### src/rtl/fadd_sub_ctrl.sv
// -----------------------------------------------------------------------------
// fadd_sub_ctrl
//
// Sequencer for the multi-cycle FADD.S / FSUB.S datapath. One operation is
// in flight at a time. The controller walks the datapath through
// extract/align, mantissa add, normalize and round, firing one register load
// enable per stage. It then holds the result under a valid/ready handshake.
//
// A NaN/infinity operand reported by the align stage can bypass the add and
// normalize stages (SKIP_SPECIAL = 1). The instruction rounding mode is
// resolved against fcsr.frm when the operation is accepted. Reserved rounding
// modes are rejected with a one-cycle illegal_rm pulse.
//
// Parameters
//   SKIP_SPECIAL  1: a special operand seen in ALIGN jumps straight to ROUND
//   CNT_W         width of the completed-operation counter
//
// Ports
//   clk, reset            clock, synchronous active-high reset
//   in_valid / in_ready   operation request handshake from FP issue
//   op_sub                1 = FSUB.S, 0 = FADD.S
//   rm_inst, frm          instruction rm field and fcsr.frm
//   special_i             NaN/inf flag from the align stage (used in ALIGN)
//   kill                  pipeline flush, returns the controller to IDLE
//   en_align .. en_round  per-stage register load enables (one-hot or zero)
//   rm_eff, sub_eff       rounding mode and operation latched at accept
//   out_valid / out_ready result handshake to the core
//   illegal_rm            one-cycle pulse: request rejected, bad rounding mode
//   busy                  controller is not idle
//   op_count              completed-operation counter (wraps)
// -----------------------------------------------------------------------------
module fadd_sub_ctrl #(
    parameter int unsigned SKIP_SPECIAL = 1,
    parameter int unsigned CNT_W        = 16
) (
    input  logic             clk,
    input  logic             reset,
    input  logic             in_valid,
    output logic             in_ready,
    input  logic             op_sub,
    input  logic [2:0]       rm_inst,
    input  logic [2:0]       frm,
    input  logic             special_i,
    input  logic             kill,
    output logic             en_align,
    output logic             en_add,
    output logic             en_norm,
    output logic             en_round,
    output logic [2:0]       rm_eff,
    output logic             sub_eff,
    output logic             out_valid,
    input  logic             out_ready,
    output logic             illegal_rm,
    output logic             busy,
    output logic [CNT_W-1:0] op_count
);

    typedef enum logic [2:0] {
        S_IDLE  = 3'd0,
        S_ALIGN = 3'd1,
        S_ADD   = 3'd2,
        S_NORM  = 3'd3,
        S_ROUND = 3'd4,
        S_DONE  = 3'd5
    } state_t;

    state_t state;
    state_t state_nxt;

    logic rm_ok;
    logic req;
    logic accept;
    logic handshake;

    // Rounding modes 000..100 are defined. 101 and 110 are reserved. 111
    // (DYN) defers to frm, which itself must hold a defined mode.
    function automatic logic rm_legal(input logic [2:0] rm, input logic [2:0] dyn);
        if (rm == 3'b111) begin
            return (dyn <= 3'd4);
        end
        return (rm <= 3'd4);
    endfunction

    function automatic logic [2:0] rm_resolve(input logic [2:0] rm, input logic [2:0] dyn);
        return (rm == 3'b111) ? dyn : rm;
    endfunction

    // Request qualification. A kill blocks acceptance in the same cycle.
    // An illegal request is still "seen" so that it can be flagged.
    always_comb begin
        rm_ok      = rm_legal(rm_inst, frm);
        in_ready   = !kill && ((state == S_IDLE) || ((state == S_DONE) && out_ready));
        req        = in_valid && in_ready;
        accept     = req && rm_ok;
        illegal_rm = req && !rm_ok;
        handshake  = (state == S_DONE) && out_ready && !kill;
        out_valid  = (state == S_DONE);
        busy       = (state != S_IDLE);
    end

    // Next-state and stage enables
    always_comb begin
        state_nxt = state;
        en_align  = 1'b0;
        en_add    = 1'b0;
        en_norm   = 1'b0;
        en_round  = 1'b0;

        case (state)
            S_IDLE: begin
                if (accept) begin
                    state_nxt = S_ALIGN;
                end
            end
            S_ALIGN: begin
                en_align = 1'b1;
                if (special_i && (SKIP_SPECIAL != 0)) begin
                    state_nxt = S_ROUND;
                end else begin
                    state_nxt = S_ADD;
                end
            end
            S_ADD: begin
                en_add    = 1'b1;
                state_nxt = S_NORM;
            end
            S_NORM: begin
                en_norm   = 1'b1;
                state_nxt = S_ROUND;
            end
            S_ROUND: begin
                en_round  = 1'b1;
                state_nxt = S_DONE;
            end
            S_DONE: begin
                // The result is held until consumed. A request arriving
                // with out_ready starts the next operation back-to-back.
                if (out_ready) begin
                    state_nxt = accept ? S_ALIGN : S_IDLE;
                end
            end
            default: begin
                state_nxt = S_IDLE;
            end
        endcase

        // The flush overrides everything: no stage may load this cycle.
        if (kill) begin
            state_nxt = S_IDLE;
            en_align  = 1'b0;
            en_add    = 1'b0;
            en_norm   = 1'b0;
            en_round  = 1'b0;
        end
    end

    // State, latched operation attributes and completion counter.
    // rm_eff/sub_eff change only on accept, so they stay stable for the
    // whole operation and survive a kill.
    always_ff @(posedge clk) begin
        if (reset) begin
            state    <= S_IDLE;
            rm_eff   <= 3'b000;
            sub_eff  <= 1'b0;
            op_count <= '0;
        end else begin
            state <= state_nxt;
            if (accept) begin
                rm_eff  <= rm_resolve(rm_inst, frm);
                sub_eff <= op_sub;
            end
            if (handshake) begin
                op_count <= op_count + CNT_W'(1);
            end
        end
    end

endmodule

### config.mk
export PLATFORM = sky130hd
export DESIGN_NAME = fadd_sub_ctrl
export DESIGN_NICKNAME = d
export VERILOG_FILES = /design/src/rtl/fadd_sub_ctrl.sv
export SDC_FILE = /design/constraint.sdc
export NUM_CORES = 1
export LEC_CHECK = 0
export BUFFER_PORTS_ARGS = -buffer_cell sky130_fd_sc_hd__buf_4
export CAP_MARGIN = 20
export CORE_MARGIN = 1.5
export CORE_UTILIZATION = 40
export DETAILED_ROUTE_END_ITERATION = 6
export PLACE_DENSITY = 0.68
export SYNTH_ARGS = -nofsm -noshare
export SYNTH_HDL_FRONTEND = slang
export SYNTH_SLANG_ARGS = --single-unit
### constraint.sdc
create_clock -name clk -period 2.8 [get_ports clk]
set_clock_uncertainty 0.05 [all_clocks]
set_input_delay 0.56 -clock clk [delete_from_list [all_inputs] [get_ports clk]]
set_output_delay 0.56 -clock clk [all_outputs]
set_load 0.05 [all_outputs]
==> results by group <==
Run status
  – Run status: finished, violations left
  – Failing checks: design-rule violations

Hold path
  – Worst hold path cell count: 2
  – Hold Path Class: in -> reg
  – Hold path endpoint: state[2]
  – Hold path start: kill

Place
  – Final Wtd Congestion: 0.848
  – Post-DP Area: 1500 µm²
  – Buffers on Ports: 40
  – HPWL Detailed: 2070 µm
  – Pre-CTS setup slack: 467 ps

Floorplan
  – Die area: 3340 µm²
  – IO Pins: 41
  – Starting Density: 0.428
  – Core area: 2810 µm²
  – Die H: 57.8 µm
  – Die W: 57.8 µm
  – Row count: 19

Logic synthesis
  – Post-synthesis mux area share: 0.0167
  – Synth unique cells: 31
  – Synth Warn #: 0
  – Post-synthesis compound-gate area fraction: 0.149
  – Dominant synthesized flop cell: dfxtp_1
  – Post-synth EDFFs: 0
  – Simple-Gate Fraction of Synth Area: 0.326
  – Largest family of logic cells by synthesized area: simple AND/OR/NAND/NOR gates
  – Post-Synth Adder-Cell Area: 0.0104
  – Post-Syn Instances: 149
  – Net Count, Synth: 163
  – Share of flip-flops with an asynchronous set or reset: 0
  – Xor and xnor area share after synthesis: 0.0656
  – Register area share after synthesis: 0.383
  – Post-synthesis area per instance: 8.06 µm²
  – Mapped Area: 1200 µm²
  – Number of synthesized register bits: 23

Routing
  – DR vias/cell: 5.47
  – DR vias: 1,186
  – Pre-antenna DRT Iters: 6
  – Wire per inst: 12.9 µm
  – WL final: 2800 µm
  – Initial DRC count: 57
  – Routed Antenna Nets: 0
  – DRC violations left: 4

Timing
  – Slew HR: 0.541
  – Setup TNS: 0 ps
  – Setup violators final: 0
  – RSZ-0062 raised after global routing: no
  – Final Hold Fails: 0
  – Fin crit share: 0.886
  – Maximum clock frequency: 403 MHz
  – Tmin final: 2480 ps
  – Worst-Margin Slew: 685 ps
  – Final WS setup: 319 ps
  – Fin. max-slew vios: 0

Clock network
  – Setup bufs post-CTS: 0
  – # hold bufs at CTS: 0
  – Number of gates resized after CTS: 0
  – CTS tree: done
  – Clock buffer count from CTS: 3
  – Clk sink count: 23
  – Clock Tree Root: clkbuf_4
  – Clock H-tree levels: 1
  – Clock latency on the worst-skew pair: 300 ps
  – Max Buffers Root-to-Sink: 2
  – Worst-path clk slew: 120 ps

Critical path
  – Worst R2R Start: state[0]
  – Critical Path AT: 1870 ps
  – Crit start category: flip-flop
  – Worst R2R Path Depth: 4
  – Crit Path Class: reg -> out
  – CP Data Required Time: 2190 ps
  – Setup crit end kind: output pin
  – RR Endpoint: op_count[11]
  – Max FO, Critical Path: 12
  – R2R Setup Slk: 820 ps

Layout
  – Fin nets: 201
  – Layout Utilization: 0.543
  – Post-route cell area: 1520 µm²
  – Layout cells sized above 1: 0.258
  – Area Growth Syn to Fin: 26.8%
  – Commonest cells after routing, fill and taps aside: 40 x buf_4, 23 x dfxtp_1, 19 x nor2_1
  – Most common cell after layout, fill and taps aside: buf_4
  – Ant diodes: 0

Global route
  – Vias in the first global route: 1,038
  – First-pass GRT wire length: 4640 µm
  – Grt total ovfl: 0
  – Largest net degree at the start of global routing: 25
  – GRT Total Usage: 0.175
  – Initial antenna violation count: 0

Power
  – Worst vdd ir: 0.187 mV
  – Power per standard cell area: 370 nW/µm²
  – Final Power: 0.000564 W
  – Static Leak: 0.594 nW

Flow run
  – Max cap viols: 0
[routing by layer]
layer	track usage	wire, µm
met5	0	0
met4	0.0631	16
met3	0.0357	109
met2	0.315	1440
met1	0.205	1240
[final cells by class]
cell class,count,area [µm²]
sequential,23,460
multi-input combinational,115,682
tap,31,38.8
clock buffer,4,26.3
timing repair buffer,40,300
fill,283,1280
inverter,4,15.0
[through the flow]
step,instances,hold WS [ps]
floorplan,149,532
global placement,213,415
detailed placement,213,421
CTS,217,391
global route,217,383
finish,217,406
[where the power goes]
group | internal (W) | switching, W | leakage, nW | total [W]
registers | 0.000331 | 0.00000391 | 0.186 | 0.000334
clock network | 0.0000555 | 0.0000953 | 0.0150 | 0.000151
logic | 0.0000304 | 0.0000482 | 0.393 | 0.0000785
total | 0.000416 | 0.000147 | 0.594 | 0.000564
[kinds of logic after synthesis]
group,after synthesis
mux,2
fa+ha+maj,1
flops,23
compound gates,32
xor+xnor,9
simple gates,71
buf+inv,11
[synthesized netlist by cell type, types with 3 or more instances]
cell / instances / share of area
a21oi_1: 12 / 0.050
and4_1: 3 / 0.022
clkbuf_1: 3 / 0.0094
dfxtp_1: 23 / 0.38
inv_1: 4 / 0.012
nand2_1: 8 / 0.025
nand2b_1: 3 / 0.016
nand3_1: 5 / 0.021
nand4_1: 5 / 0.026
nor2_1: 19 / 0.059
nor3_1: 4 / 0.017
nor4_1: 5 / 0.026
o21ai_0: 16 / 0.067
or3_1: 12 / 0.062
xnor2_1: 8 / 0.058
[critical path, stage by stage, from the launching register on]
cell	delay, ps
dfxtp_1	430
or2_2	380
a211o_4	370
and2b_1	200
buf_4	190
[flip-flops by register name, summed over array words and instances, names as in the netlist]
register	cells
op_count	16
state	3
rm_eff	3
sub_eff	1
[worst max-delay path by stage]
stage | startpoint | end | slack, ps | cells past startpoint
after CTS | state[2] | illegal_rm | 320 | 4
final | state[2] | illegal_rm | 320 | 4
after floorplan | kill | en_round | 130 | 3
after detailed placement | kill | illegal_rm | 470 | 5
after global routing | state[2] | illegal_rm | 220 | 4
after global placement | kill | illegal_rm | 480 | 5
Note: power is estimated with default switching activity, not from simulation.
